## config.mk

```make
export PLATFORM = sky130hd
export DESIGN_NAME = alu_ctrl
export DESIGN_NICKNAME = d
export VERILOG_FILES = /design/src/rtl/alu_ctrl.sv
export SDC_FILE = /design/constraint.sdc
export NUM_CORES = 1
export LEC_CHECK = 0
export CAP_MARGIN = 20
export CORE_MARGIN = 2
export CORE_UTILIZATION = 43
export CTS_CLUSTER_DIAMETER = 150
export DETAILED_ROUTE_END_ITERATION = 12
export GPL_ROUTABILITY_DRIVEN = 0
export PLACE_DENSITY = 0.86
export REMOVE_ABC_BUFFERS = 1
export SYNTH_ARGS = -nofsm -noshare
export SYNTH_HDL_FRONTEND = slang
export SYNTH_SLANG_ARGS = --single-unit
```

## constraint.sdc

```tcl
create_clock -name clk -period 3.16 [get_ports clk]
set_input_delay 0.474 -clock clk [delete_from_list [all_inputs] [get_ports clk]]
set_output_delay 0.474 -clock clk [all_outputs]
set_load 0.02 [all_outputs]
```

## src/rtl/alu_ctrl.sv

```systemverilog
// Execute-stage sequencer for the 8-bit ALU: accepts one instruction, optionally fetches a memory operand,
// drives the ALU and commits WREG/STATUS. Optional feature macro: ALU_CTRL_PRESERVE_CARRY_EN.
module alu_ctrl (
    input  logic       clk,
    input  logic       rst_n,
    input  logic       instr_valid,
    output logic       instr_ready,
    input  logic [3:0] instr_op,
    input  logic       instr_imm,
    input  logic [7:0] instr_arg,
    input  logic       wreg_wr,
    input  logic [7:0] wreg_wdata,
    output logic       mem_rd,
    output logic [7:0] mem_addr,
    input  logic [7:0] mem_rdata,
    output logic [3:0] alu_opcode,
    output logic [7:0] alu_wreg,
    output logic [7:0] alu_p,
    input  logic [7:0] alu_res,
    input  logic [2:0] alu_status,
    output logic [7:0] wreg,
    output logic [2:0] status,
    output logic       done,
    output logic       err
);

    typedef enum logic [1:0] {IDLE = 2'd0, FETCH = 2'd1, EXEC = 2'd2} state_t;

    localparam logic [3:0] OP_ZEROW = 4'd0;
    localparam logic [3:0] OP_BNOTW = 4'd1;
    localparam logic [3:0] OP_DECRW = 4'd4;
    localparam logic [3:0] OP_CMPWP = 4'd7;
    localparam logic [3:0] OP_ANDWP = 4'd8;
    localparam logic [3:0] OP_IORWP = 4'd9;
    localparam logic [3:0] OP_XORWP = 4'd10;
    localparam logic [3:0] OP_LAST  = 4'd12;

    state_t     state_r, state_nxt_s;
    logic [3:0] op_r;
    logic       imm_r;
    logic [7:0] arg_r;
    logic [7:0] wreg_r;
    logic [2:0] status_r;
    logic       done_r, err_r, mem_rd_r;
    logic [7:0] mem_addr_r;
    logic       accept_s, illegal_s, mem_rd_nxt_s;
    logic [7:0] mem_addr_nxt_s;
    logic [3:0] alu_opcode_s;
    logic [7:0] alu_p_s;

    function automatic logic is_unary(input logic [3:0] op);
        return (op <= OP_DECRW);
    endfunction

    function automatic logic is_legal(input logic [3:0] op);
        return (op <= OP_LAST);
    endfunction

    // Logic ops carry no meaningful carry; optionally keep the previous one.
    function automatic logic [2:0] next_status(input logic [3:0] op, input logic [2:0] flags,
                                               input logic [2:0] prev);
`ifdef ALU_CTRL_PRESERVE_CARRY_EN
        logic keep;
        keep = (op == OP_ZEROW) || (op == OP_BNOTW) || (op == OP_ANDWP) ||
               (op == OP_IORWP) || (op == OP_XORWP);
        return keep ? {prev[2], flags[1:0]} : flags;
`else
        logic unused;
        unused = ^{op, prev};
        return flags;
`endif
    endfunction

    assign instr_ready = (state_r == IDLE) && !wreg_wr;
    assign alu_wreg    = wreg_r;
    assign alu_opcode  = alu_opcode_s;
    assign alu_p       = alu_p_s;
    assign wreg        = wreg_r;
    assign status      = status_r;
    assign done        = done_r;
    assign err         = err_r;
    assign mem_rd      = mem_rd_r;
    assign mem_addr    = mem_addr_r;

    // Next-state, acceptance and ALU drive decode.
    always_comb begin
        state_nxt_s    = state_r;
        accept_s       = 1'b0;
        illegal_s      = 1'b0;
        mem_rd_nxt_s   = 1'b0;
        mem_addr_nxt_s = 8'h00;
        alu_opcode_s   = OP_ZEROW;
        alu_p_s        = 8'h00;
        case (state_r)
            IDLE: begin
                if (instr_valid && !wreg_wr) begin
                    accept_s = 1'b1;
                    if (!is_legal(instr_op)) begin
                        illegal_s   = 1'b1;
                        state_nxt_s = IDLE;
                    end else if (is_unary(instr_op) || instr_imm) begin
                        state_nxt_s = EXEC;
                    end else begin
                        state_nxt_s    = FETCH;
                        mem_rd_nxt_s   = 1'b1;
                        mem_addr_nxt_s = instr_arg;
                    end
                end else begin
                    state_nxt_s = IDLE;
                end
            end
            FETCH: state_nxt_s = EXEC;
            EXEC: begin
                alu_opcode_s = op_r;
                if (is_unary(op_r)) begin
                    alu_p_s = 8'h00;
                end else if (imm_r) begin
                    alu_p_s = arg_r;
                end else begin
                    alu_p_s = mem_rdata;
                end
                state_nxt_s = IDLE;
            end
            default: state_nxt_s = IDLE;
        endcase
    end

    // State, captured instruction, architectural registers and output pulses.
    always_ff @(posedge clk or negedge rst_n) begin
        if (!rst_n) begin
            state_r    <= IDLE;
            op_r       <= 4'd0;
            imm_r      <= 1'b0;
            arg_r      <= 8'h00;
            wreg_r     <= 8'h00;
            status_r   <= 3'b000;
            done_r     <= 1'b0;
            err_r      <= 1'b0;
            mem_rd_r   <= 1'b0;
            mem_addr_r <= 8'h00;
        end else begin
            state_r    <= state_nxt_s;
            done_r     <= (state_r == EXEC);
            err_r      <= illegal_s;
            mem_rd_r   <= mem_rd_nxt_s;
            mem_addr_r <= mem_addr_nxt_s;
            if (accept_s) begin
                op_r  <= instr_op;
                imm_r <= instr_imm;
                arg_r <= instr_arg;
            end
            if (state_r == EXEC) begin
                status_r <= next_status(op_r, alu_status, status_r);
                if (op_r != OP_CMPWP) begin
                    wreg_r <= alu_res;
                end
            end else if ((state_r == IDLE) && wreg_wr) begin
                wreg_r <= wreg_wdata;
            end
        end
    end

endmodule

```

==> flow_summary.toml <==
[cts]
insertion_delay_ns = 0.28
clock_sinks = 37
post_cts.repair.setup_buffers = 0
cts_max_path_buffers = 2
cts.htree.levels = 2
clk_pin_slew_ns = 0.07
cts-root-buf = "clkbuf_8"
cts_resized = 0
hold_buffers = 0
cts_tree = "done"
cts_buffers = 5

[yosys]
syn_avg_cell_area_um2 = 12.89
synthesis.area_um2 = 1753
ys_seq_area_share_pct = 52.82
yosys_warnings = 0
ys_types = 25
synthCells = 136
synth-seq-cells = 37

[floorplan]
ios = 87
fp-row-count = 23
die_h_um = 67.85
die_w_um = 67.85
die_area_um2 = 4604
core-area_um2 = 3971
start_util_pct = 44.14

[power]
ir_drop_mv = 0.2720
power.leakage_nw = 1.148
power_density_nw_per_um2 = 536.8

[route]
drtIter0Drc = 37
route.vias.total = 1314
vias_per_cell = 4.867
wirelength_mm = 3.830
first_pass_iters = 4
ant_nets = 0
wire_per_inst_um = 14.19
drc = 0

[run_status]
status = "finished, final reports clean"

[grt]
grt.overflow.total = 0
grt_max_degree = 38
antenna_found_initial = 0
grt_pass1_wl_mm = 5.740
grt_pass1_vias = 1323
grt_usage_pct = 17.14

[critical_path]
worst-path-buf-inv = 1
cp.arrival_ns = 2.38
critPathLaunchType = "flip-flop"
endpoint_kind = "primary output"
crit_family = "simple AND/OR/NAND/NOR gates"
cpPeakStageDelay_ns = 0.62
critPathSlowestCell = "clkdlybuf4s50_1"
path_max_fanout = 10
path_cells = "nor2b_2 -> o21ai_1 -> nor2_1 -> clkdlybuf4s50_1"
cp.required_ns = 2.69
critPathKind = "reg -> out"

[timing]
timing.fmax_mhz = 350.3
hold_violations = 0
setup_viol = 0
finalClockSkew_ns = 0.003485
max-slew-margin-rel_pct = 46.97
fin_tns_setup_ns = 0
fin_crit_ns = 2.855
timing.final.crit_share_pct = 90.35
drv_slew = 0
rsz0062_at_grt = "no"
whs_ns = 0.2755
worst_slew_pin_slew_ns = 0.7954

[placed_design]
dp_hpwl_mm = 2.884
port_buffers = 86
dpl_cell_area_um2 = 2585
placedCellCount = 262

[layout]
antenna_cells = 0
area_growth_pct = 54.10
fin_nets = 263
layout_commonest_cell = "clkdlybuf4s50_1"
final_cells = 270
final_area_um2 = 2701
drive_above_1_share_pct = 20.91
final_cell_mix = "clkdlybuf4s50_1 (85), dfrtp_1 (37), mux2_2 (30)"

[hold_path]
hold_class = "in -> async"

[flow_run]
drv_cap = 0
## area by class of cell
cell class	instances	area (µm²)
clock buffer	7	86.33
clock inverter	1	30.03
fill	330	1270
inverter	8	30.03
multi-input combinational	79	695.7
sequential	37	925.9
tap	50	62.56
timing repair buffer	88	870.8
## cells in the mapped netlist (all sizes together)
cell	n	area share, %
inv	8	1.7
o21a	2	0.86
nor3b	1	0.43
and2	4	1.4
nor3	9	2.6
nor2b	2	0.86
a211oi	1	1.1
o21ai	2	0.57
nand2	1	0.64
o21bai	1	0.43
a21oi	1	0.29
nor2	12	2.6
nor4b	1	1.4
o211ai	1	0.43
and4b	1	0.57
dfrtp	37	53
mux2i	8	4.6
buf	12	5.8
mux2	32	21
## kinds of logic after synthesis
logic type / synth area share (%)
buffers and inverters: 7.494
multiplexers: 25.55
AO/OA/AOI/OAI: 3.711
flip-flops: 52.82
AND/OR/NAND/NOR: 10.42
## power by group
part,leakage [nW],internal [mW],switching [mW],total (mW)
clock,0.0585,0.257,0.155,0.412
sequential,0.461,0.545,0.0564,0.601
combinational,0.628,0.254,0.183,0.437
total,1.15,1.06,0.394,1.45
## metal layers
| layer | track usage, % | part of all wire, % |
|---|---|---|
| met1 | 18.13 | 38 |
| met2 | 30.27 | 46 |
| met3 | 9.046 | 15 |
| met4 | 3.750 | 0.55 |
| met5 | 0 | 0 |
## state kept, by name (all words and copies together) (netlist names)
register and count:
mem_rd 1, state_r 2, alu_wreg 8, arg_r 8, imm_r 1, done 1, err 1, status 3
op_r 4, mem_addr 8
## final timing paths
check,startpoint,slack [ns],end,cells past startpoint
worst max-delay path,state_r[1],0.30,alu_p[1],4
worst min register to register,status[0],0.51,status[0],1
worst min-delay path,rst_n,0.28,alu_wreg[2],1
min in group clk,status[0],0.51,status[0],1
worst max register to register,state_r[1],1.26,alu_wreg[6],4
max in group asynchronous,rst_n,2.38,status[1],1
## per-stage QoR
stage	utilization [%]	power, mW	setup WS [ns]
finish	68.02	1.450	0.3050
global route	68.02	1.528	0.08229
CTS	68.02	1.470	0.2281
detailed placement	65.09	1.052	0.5506
global placement	65.09	1.043	0.6311
floorplan	-	0.8218	1.050
Power figures use the tool's default switching activity.
